**src/rtl/turbo_intlv_sched_if.sv**
```systemverilog
// Handshake/bus bundle between the turbo interleave scheduler and its environment
// (frame source, interleave RAM, permute stage and SISO decoder).
interface turbo_intlv_sched_if #(
    parameter int unsigned AW  = 7,
    parameter int unsigned ITW = 3
);
    logic           start;
    logic           in_valid;
    logic           in_ready;
    logic           mem_we;
    logic [AW-1:0]  wr_addr;
    logic           dec_ready;
    logic           rd_valid;
    logic [AW-1:0]  rd_addr;
    logic           swap_en;
    logic           half;
    logic [ITW-1:0] iter;
    logic           busy;
    logic           done;

    modport master (
        output start, in_valid, dec_ready,
        input  in_ready, mem_we, wr_addr, rd_valid, rd_addr,
               swap_en, half, iter, busy, done
    );

    modport slave (
        input  start, in_valid, dec_ready,
        output in_ready, mem_we, wr_addr, rd_valid, rd_addr,
               swap_en, half, iter, busy, done
    );
endinterface

```
**src/rtl/turbo_intlv_sched.sv**
```systemverilog
// Turbo decoder iteration scheduler: natural-order frame load, then MAX_ITER
// iterations of a natural-order half (DEC1) and a row/column-interleaved half (DEC2).
module turbo_intlv_sched #(
    parameter int unsigned ROWS     = 8,
    parameter int unsigned COLS     = 16,
    parameter int unsigned AW       = 7,
    parameter int unsigned MAX_ITER = 4,
    parameter int unsigned ITW      = 3
) (
    input  logic                clk,
    input  logic                rst,
    turbo_intlv_sched_if.slave  bus
);
    localparam int unsigned N  = ROWS * COLS;
    localparam int unsigned RW = (ROWS > 1) ? $clog2(ROWS) : 1;
    localparam int unsigned CW = (COLS > 1) ? $clog2(COLS) : 1;

    typedef enum logic [2:0] {
        S_IDLE,
        S_LOAD,
        S_DEC1,
        S_DEC2,
        S_DONE
    } state_e;

    state_e         state_q, state_d;
    logic [AW-1:0]  wr_addr_q, wr_addr_d;
    logic [AW-1:0]  rd_addr_q, rd_addr_d;
    logic [RW-1:0]  r_q, r_d;
    logic [CW-1:0]  c_q, c_d;
    logic [ITW-1:0] iter_q, iter_d;
    logic           in_ready_q, in_ready_d;
    logic           rd_valid_q, rd_valid_d;
    logic           swap_en_q, swap_en_d;
    logic           half_q, half_d;
    logic           busy_q, busy_d;
    logic           done_q, done_d;

    logic wr_hs, rd_hs;
    logic wr_last, k_last, r_last, c_last, it_last;

    assign wr_hs   = bus.in_valid & in_ready_q;
    assign rd_hs   = rd_valid_q & bus.dec_ready;
    assign wr_last = (wr_addr_q == AW'(N - 1));
    assign k_last  = (rd_addr_q == AW'(N - 1));
    assign r_last  = (r_q == RW'(ROWS - 1));
    assign c_last  = (c_q == CW'(COLS - 1));
    assign it_last = (iter_q == ITW'(MAX_ITER - 1));

    always_ff @(posedge clk) begin
        if (!rst) begin
            state_q    <= S_IDLE;
            wr_addr_q  <= '0;
            rd_addr_q  <= '0;
            r_q        <= '0;
            c_q        <= '0;
            iter_q     <= '0;
            in_ready_q <= 1'b0;
            rd_valid_q <= 1'b0;
            swap_en_q  <= 1'b0;
            half_q     <= 1'b0;
            busy_q     <= 1'b0;
            done_q     <= 1'b0;
        end else begin
            state_q    <= state_d;
            wr_addr_q  <= wr_addr_d;
            rd_addr_q  <= rd_addr_d;
            r_q        <= r_d;
            c_q        <= c_d;
            iter_q     <= iter_d;
            in_ready_q <= in_ready_d;
            rd_valid_q <= rd_valid_d;
            swap_en_q  <= swap_en_d;
            half_q     <= half_d;
            busy_q     <= busy_d;
            done_q     <= done_d;
        end
    end

    // DEC2 address r*COLS+c is built incrementally: +COLS per row step, c+1 on row wrap.
    always_comb begin
        state_d   = state_q;
        wr_addr_d = wr_addr_q;
        rd_addr_d = rd_addr_q;
        r_d       = r_q;
        c_d       = c_q;
        iter_d    = iter_q;
        unique case (state_q)
            S_IDLE: begin
                if (bus.start) begin
                    state_d   = S_LOAD;
                    wr_addr_d = '0;
                end
            end
            S_LOAD: begin
                if (wr_hs) begin
                    wr_addr_d = wr_addr_q + AW'(1);
                    if (wr_last) begin
                        state_d   = S_DEC1;
                        rd_addr_d = '0;
                        iter_d    = '0;
                    end
                end
            end
            S_DEC1: begin
                if (rd_hs) begin
                    if (k_last) begin
                        state_d   = S_DEC2;
                        rd_addr_d = '0;
                        r_d       = '0;
                        c_d       = '0;
                    end else begin
                        rd_addr_d = rd_addr_q + AW'(1);
                    end
                end
            end
            S_DEC2: begin
                if (rd_hs) begin
                    if (!r_last) begin
                        r_d       = r_q + RW'(1);
                        rd_addr_d = rd_addr_q + AW'(COLS);
                    end else if (!c_last) begin
                        r_d       = '0;
                        c_d       = c_q + CW'(1);
                        rd_addr_d = AW'(c_q) + AW'(1);
                    end else if (it_last) begin
                        state_d = S_DONE;
                    end else begin
                        state_d   = S_DEC1;
                        iter_d    = iter_q + ITW'(1);
                        rd_addr_d = '0;
                    end
                end
            end
            S_DONE:  state_d = S_IDLE;
            default: state_d = S_IDLE;
        endcase
    end

    // Outputs are decoded from the next state so they register alongside it.
    always_comb begin
        in_ready_d = 1'b0;
        rd_valid_d = 1'b0;
        swap_en_d  = 1'b0;
        half_d     = 1'b0;
        busy_d     = 1'b1;
        done_d     = 1'b0;
        unique case (state_d)
            S_IDLE: busy_d = 1'b0;
            S_LOAD: in_ready_d = 1'b1;
            S_DEC1: rd_valid_d = 1'b1;
            S_DEC2: begin
                rd_valid_d = 1'b1;
                swap_en_d  = 1'b1;
                half_d     = 1'b1;
            end
            S_DONE:  done_d = 1'b1;
            default: busy_d = 1'b0;
        endcase
    end

    assign bus.in_ready = in_ready_q;
    assign bus.mem_we   = wr_hs;
    assign bus.wr_addr  = wr_addr_q;
    assign bus.rd_valid = rd_valid_q;
    assign bus.rd_addr  = rd_addr_q;
    assign bus.swap_en  = swap_en_q;
    assign bus.half     = half_q;
    assign bus.iter     = iter_q;
    assign bus.busy     = busy_q;
    assign bus.done     = done_q;
endmodule

```
**src/flat_wrapper.sv**
```systemverilog
// flat-port wrapper written by rule: the top's interface ports become plain ports
module turbo_intlv_sched_flat 
#(
    parameter int unsigned ROWS     = 8,
    parameter int unsigned COLS     = 16,
    parameter int unsigned AW       = 7,
    parameter int unsigned MAX_ITER = 4,
    parameter int unsigned ITW      = 3
)
  (clk, rst, bus_start, bus_in_valid, bus_dec_ready, bus_in_ready, bus_mem_we, bus_wr_addr, bus_rd_valid, bus_rd_addr, bus_swap_en, bus_half, bus_iter, bus_busy, bus_done);
  turbo_intlv_sched_if #(.AW(AW), .ITW(ITW)) bus_i ();
  input  logic clk;
  input  logic rst;
  input wire logic [$bits(bus_i.start)-1:0] bus_start;
  input wire logic [$bits(bus_i.in_valid)-1:0] bus_in_valid;
  input wire logic [$bits(bus_i.dec_ready)-1:0] bus_dec_ready;
  output wire logic [$bits(bus_i.in_ready)-1:0] bus_in_ready;
  output wire logic [$bits(bus_i.mem_we)-1:0] bus_mem_we;
  output wire logic [$bits(bus_i.wr_addr)-1:0] bus_wr_addr;
  output wire logic [$bits(bus_i.rd_valid)-1:0] bus_rd_valid;
  output wire logic [$bits(bus_i.rd_addr)-1:0] bus_rd_addr;
  output wire logic [$bits(bus_i.swap_en)-1:0] bus_swap_en;
  output wire logic [$bits(bus_i.half)-1:0] bus_half;
  output wire logic [$bits(bus_i.iter)-1:0] bus_iter;
  output wire logic [$bits(bus_i.busy)-1:0] bus_busy;
  output wire logic [$bits(bus_i.done)-1:0] bus_done;
  assign bus_i.start = bus_start;
  assign bus_i.in_valid = bus_in_valid;
  assign bus_i.dec_ready = bus_dec_ready;
  assign bus_in_ready = bus_i.in_ready;
  assign bus_mem_we = bus_i.mem_we;
  assign bus_wr_addr = bus_i.wr_addr;
  assign bus_rd_valid = bus_i.rd_valid;
  assign bus_rd_addr = bus_i.rd_addr;
  assign bus_swap_en = bus_i.swap_en;
  assign bus_half = bus_i.half;
  assign bus_iter = bus_i.iter;
  assign bus_busy = bus_i.busy;
  assign bus_done = bus_i.done;
  turbo_intlv_sched #(.ROWS(ROWS), .COLS(COLS), .AW(AW), .MAX_ITER(MAX_ITER), .ITW(ITW)) u_core (.clk(clk), .rst(rst), .bus(bus_i));
endmodule
```
**config.mk**
```make
export PLATFORM = sky130hd
export DESIGN_NAME = turbo_intlv_sched_flat
export DESIGN_NICKNAME = d
export VERILOG_FILES = /design/src/rtl/turbo_intlv_sched_if.sv /design/src/rtl/turbo_intlv_sched.sv /design/src/flat_wrapper.sv
export SDC_FILE = /design/constraint.sdc
export NUM_CORES = 1
export LEC_CHECK = 0
export ABC_AREA = 1
export CORE_MARGIN = 2
export CORE_UTILIZATION = 45
export CTS_CLUSTER_DIAMETER = 100
export CTS_CLUSTER_SIZE = 16
export DETAILED_ROUTE_END_ITERATION = 6
export PLACE_DENSITY = 0.71
export SYNTH_ARGS = -nofsm -noshare
export SYNTH_HDL_FRONTEND = slang
export SYNTH_SLANG_ARGS = --single-unit
```
**constraint.sdc**
```tcl
create_clock -name clk -period 1.4 [get_ports clk]
set_input_delay 0.42 -clock clk [delete_from_list [all_inputs] [get_ports clk]]
set_output_delay 0.42 -clock clk [all_outputs]
set_load 0.02 [all_outputs]
```
==> results.cfg <==
[setup_path]
cp-startpoint = u_core.r_q[1]$_SDFFE_PN0P_
end_kind = register
crit_type = reg -> reg
r2r-start = u_core.r_q[1]$_SDFFE_PN0P_
critical_path_arrival_ps = 1740
path_cells = ha_4, ha_4, inv_6, nor2_4, nor2_2, nor3b_4, nand3_1, nand2_1, nor2_1
r2r-end = u_core.bus.iter[2]$_SDFFE_PN0P_
critPathRequiredTime_ps = 1580
critPathCapture = u_core.bus.iter[2]$_SDFFE_PN0P_
crit_path_max_fanout = 6
r2r_slack_ps = -160
cp_common_cell = ha_4
crit_slowest_cell = dfxtp_2
worst_path_largest_cell_delay_ps = 350
cp-start-kind = register
reg2regPathDepth = 9

[cts]
cts_tree = done
cts_buffers = 5
clockBufferDepth = 2
cts_root_buffer = clkbuf_8
clkLatencyLatePin_ps = 300
ctsHtreeMaxLevel = 2
cts-hold-fix-buffers = 0
clock_sinks = 32
cts.clk_slew.worst_paths_ps = 70

[routing]
wl_per_cell_um = 15.4
drt_drc_violations_left = 0
vias = 2211
vias_per_cell = 5.37
routed_wl_um = 6330
drtIter0Drc = 141
ant_nets = 0
dr.pass1.iters = 4

[global_route]
grt_max_degree = 13
overflow = 0
antenna_found_initial = 0
grt_pass1_vias = 2029
grt_first_pass_wirelength_um = 8820
globalRouteTotalUtil_pct = 25.2

[yosys]
ys_types = 32
syn_area_mm2 = 0.00187
synthesis.nets = 283
yosysWarnings = 0
yosysSeqAreaShare_pct = 34.3
synth.avg_cell_area_um2 = 6.95
synth_seq_cells = 32
synth_cells = 269

[floorplanning]
core_mm2 = 0.00400
rows = 23
dieArea_mm2 = 0.00469
die_h_um = 68.5
die_x_um = 68.5
ioPinCount = 29
start_util_pct = 46.7

[place]
numPortBuffers = 28
dp_hpwl_um = 3540
dp_cells = 391
gp_congestion = 0.876

[finish]
antenna_cells = 0
final_cell_count_no_fill = 412
nNetsFinal = 375
drive_gt1_share_pct = 49.2
areaGrowthSynthToFinish_pct = 66.0

[sta]
finalSetupViolCount = 22
finalWorstSetupSlack_ps = -157
fin_crit_sh_pct = 111
rsz0062_at_grt = yes
holdWs_ps = 508
finalHoldViolations = 0
layout_min_cycle_time_ps = 1560
fmax_mhz = 642
slew_violations = 0
worstMarginPinSlew_ps = 325
setup_tns_ps = -1800
skew_ps = 9.98
slew_headroom_pct = 78.1

[pwr]
power.density_mw_per_mm2 = 658
p_leak_nw = 1.42
power_mw = 2.04
max-vdd-ir-drop_mv = 0.726

[outcome]
violations = negative setup slack
outcome = finished, violations left

[min_path]
hp-class = reg -> reg
min_path_cells = 2

[job]
cap_violations = 0
==> worst max-delay path, delay by kind of cell (launching register included) <==
family                   cells  cell delay, ps
buffers and inverters        1              50
adder cells (fa/ha/maj)      2             310
AND/OR/NAND/NOR              6             740
flip-flops                   1             350
==> timing repair <==
action / in CTS / in global routing
gates resized for setup: 99 / 56
pin swaps: 26 / 13
setup buffers: 9 / 5
endpoints found under the setup margin: 53 / 51
==> kinds of logic (layout without fill, tap and decap cells) <==
family                     Yosys count  in the layout  share of synthesized area, %
DFF                                 32             32                          34.3
xor gates and xnor gates             1              1                         0.469
buffers and inverters               43            136                          9.57
AOI/OAI and AO/OA                   41             41                          12.3
and+or+nand+nor                    143            143                          37.3
adders and majority gates            9              9                          6.02
==> cells in the final DEF (no fill, tap or decap), types with 6 or more instances in the layout <==
master / n
buf_6: 6
inv_2: 9
nand2_1: 54
clkbuf_2: 12
dfxtp_2: 11
dfxtp_1: 16
nand2_2: 7
nand3_1: 14
nand2_4: 8
nor2_4: 13
nand3_4: 6
inv_1: 27
nor2_1: 19
o21ai_0: 10
buf_4: 55
ha_4: 9
a21oi_1: 19
==> state kept, by name (all words and copies together) (netlist names) <==
register and count:
u_core.bus.done 1, u_core.bus.in_ready 1, u_core.bus.rd_addr 7, u_core.bus.wr_addr 7
u_core.bus.busy 1, u_core.r_q 3, u_core.bus.swap_en 1, u_core.bus.iter 3
u_core.state_q 3, u_core.bus.rd_valid 1, u_core.c_q 4
==> cell usage after synthesis <==
cell / count / area, um^2
a21oi_2: 1 / 8.76
nand4_1: 4 / 25.0
o21ai_0: 10 / 50.1
clkbuf_1: 2 / 7.51
nand3_4: 2 / 35.0
nor2_4: 3 / 33.8
nor3b_1: 1 / 7.51
a31oi_1: 1 / 6.26
dfxtp_1: 32 / 641
nor3_1: 5 / 25.0
o22ai_1: 2 / 12.5
nor3b_4: 1 / 18.8
nor2_2: 2 / 12.5
nor3b_2: 1 / 12.5
nand3_2: 2 / 20.0
nor2_1: 31 / 116
nand2_1: 65 / 244
inv_4: 1 / 6.26
or2_2: 2 / 12.5
buf_8: 1 / 15.0
nand2_4: 2 / 22.5
ha_1: 9 / 113
nand3_1: 20 / 100
o211a_1: 1 / 10.0
o21bai_1: 1 / 7.51
o21ai_2: 2 / 17.5
nand2_2: 2 / 12.5
inv_1: 38 / 143
buf_4: 1 / 7.51
xnor2_1: 1 / 8.76
a21oi_1: 22 / 110
a211oi_1: 1 / 7.51
==> cell type report <==
cell class | count | area (um^2)
Tap cell | 50 | 62.6
Sequential cell | 32 | 673
Clock inverter | 1 | 5.00
Clock buffer | 7 | 97.6
Inverter | 39 | 156
Multi-Input combinational cell | 194 | 1410
Timing Repair Buffer | 89 | 698
Fill cell | 240 | 897
==> routing by layer <==
metal	share of wire [%]	global-route usage [%]
met2	51	41.6
met4	2.9	9.75
met3	5.5	5.76
met5	0	0
met1	40	31.5
==> where the power goes <==
group / switching [mW] / internal (mW)
registers: 0.0235 / 0.920
logic: 0.151 / 0.126
clock network: 0.366 / 0.456
==> how the worst min path moves through the flow <==
stage,from,to,slack [ps]
6_report,u_core.bus.rd_addr[5]$_SDFFE_PN0P_,u_core.bus.rd_addr[5]$_SDFFE_PN0P_,510
5_1_grt,u_core.bus.rd_addr[5]$_SDFFE_PN0P_,u_core.bus.rd_addr[5]$_SDFFE_PN0P_,530
4_1_cts,u_core.bus.rd_addr[5]$_SDFFE_PN0P_,u_core.bus.rd_addr[5]$_SDFFE_PN0P_,510
3_5_place_dp,u_core.bus.iter[1]$_SDFFE_PN0P_,u_core.bus.iter[1]$_SDFFE_PN0P_,490
3_3_place_gp,u_core.bus.iter[1]$_SDFFE_PN0P_,u_core.bus.iter[1]$_SDFFE_PN0P_,490
2_1_floorplan,u_core.c_q[3]$_SDFFE_PN0P_,u_core.c_q[3]$_SDFFE_PN0P_,480
==> per-stage QoR <==
stage | instance area, um^2 | worst slack (ps) | utilization (%)
final | 3100 | -157 | 77.6
after global routing | 3100 | -224 | 77.6
after CTS | 2990 | -41.8 | 74.9
after detailed placement | 2630 | -624 | 65.8
after global placement | 2630 | -612 | 65.8
after floorplan | 1950 | -16.6 | -
Power figures use the tool's default switching activity.
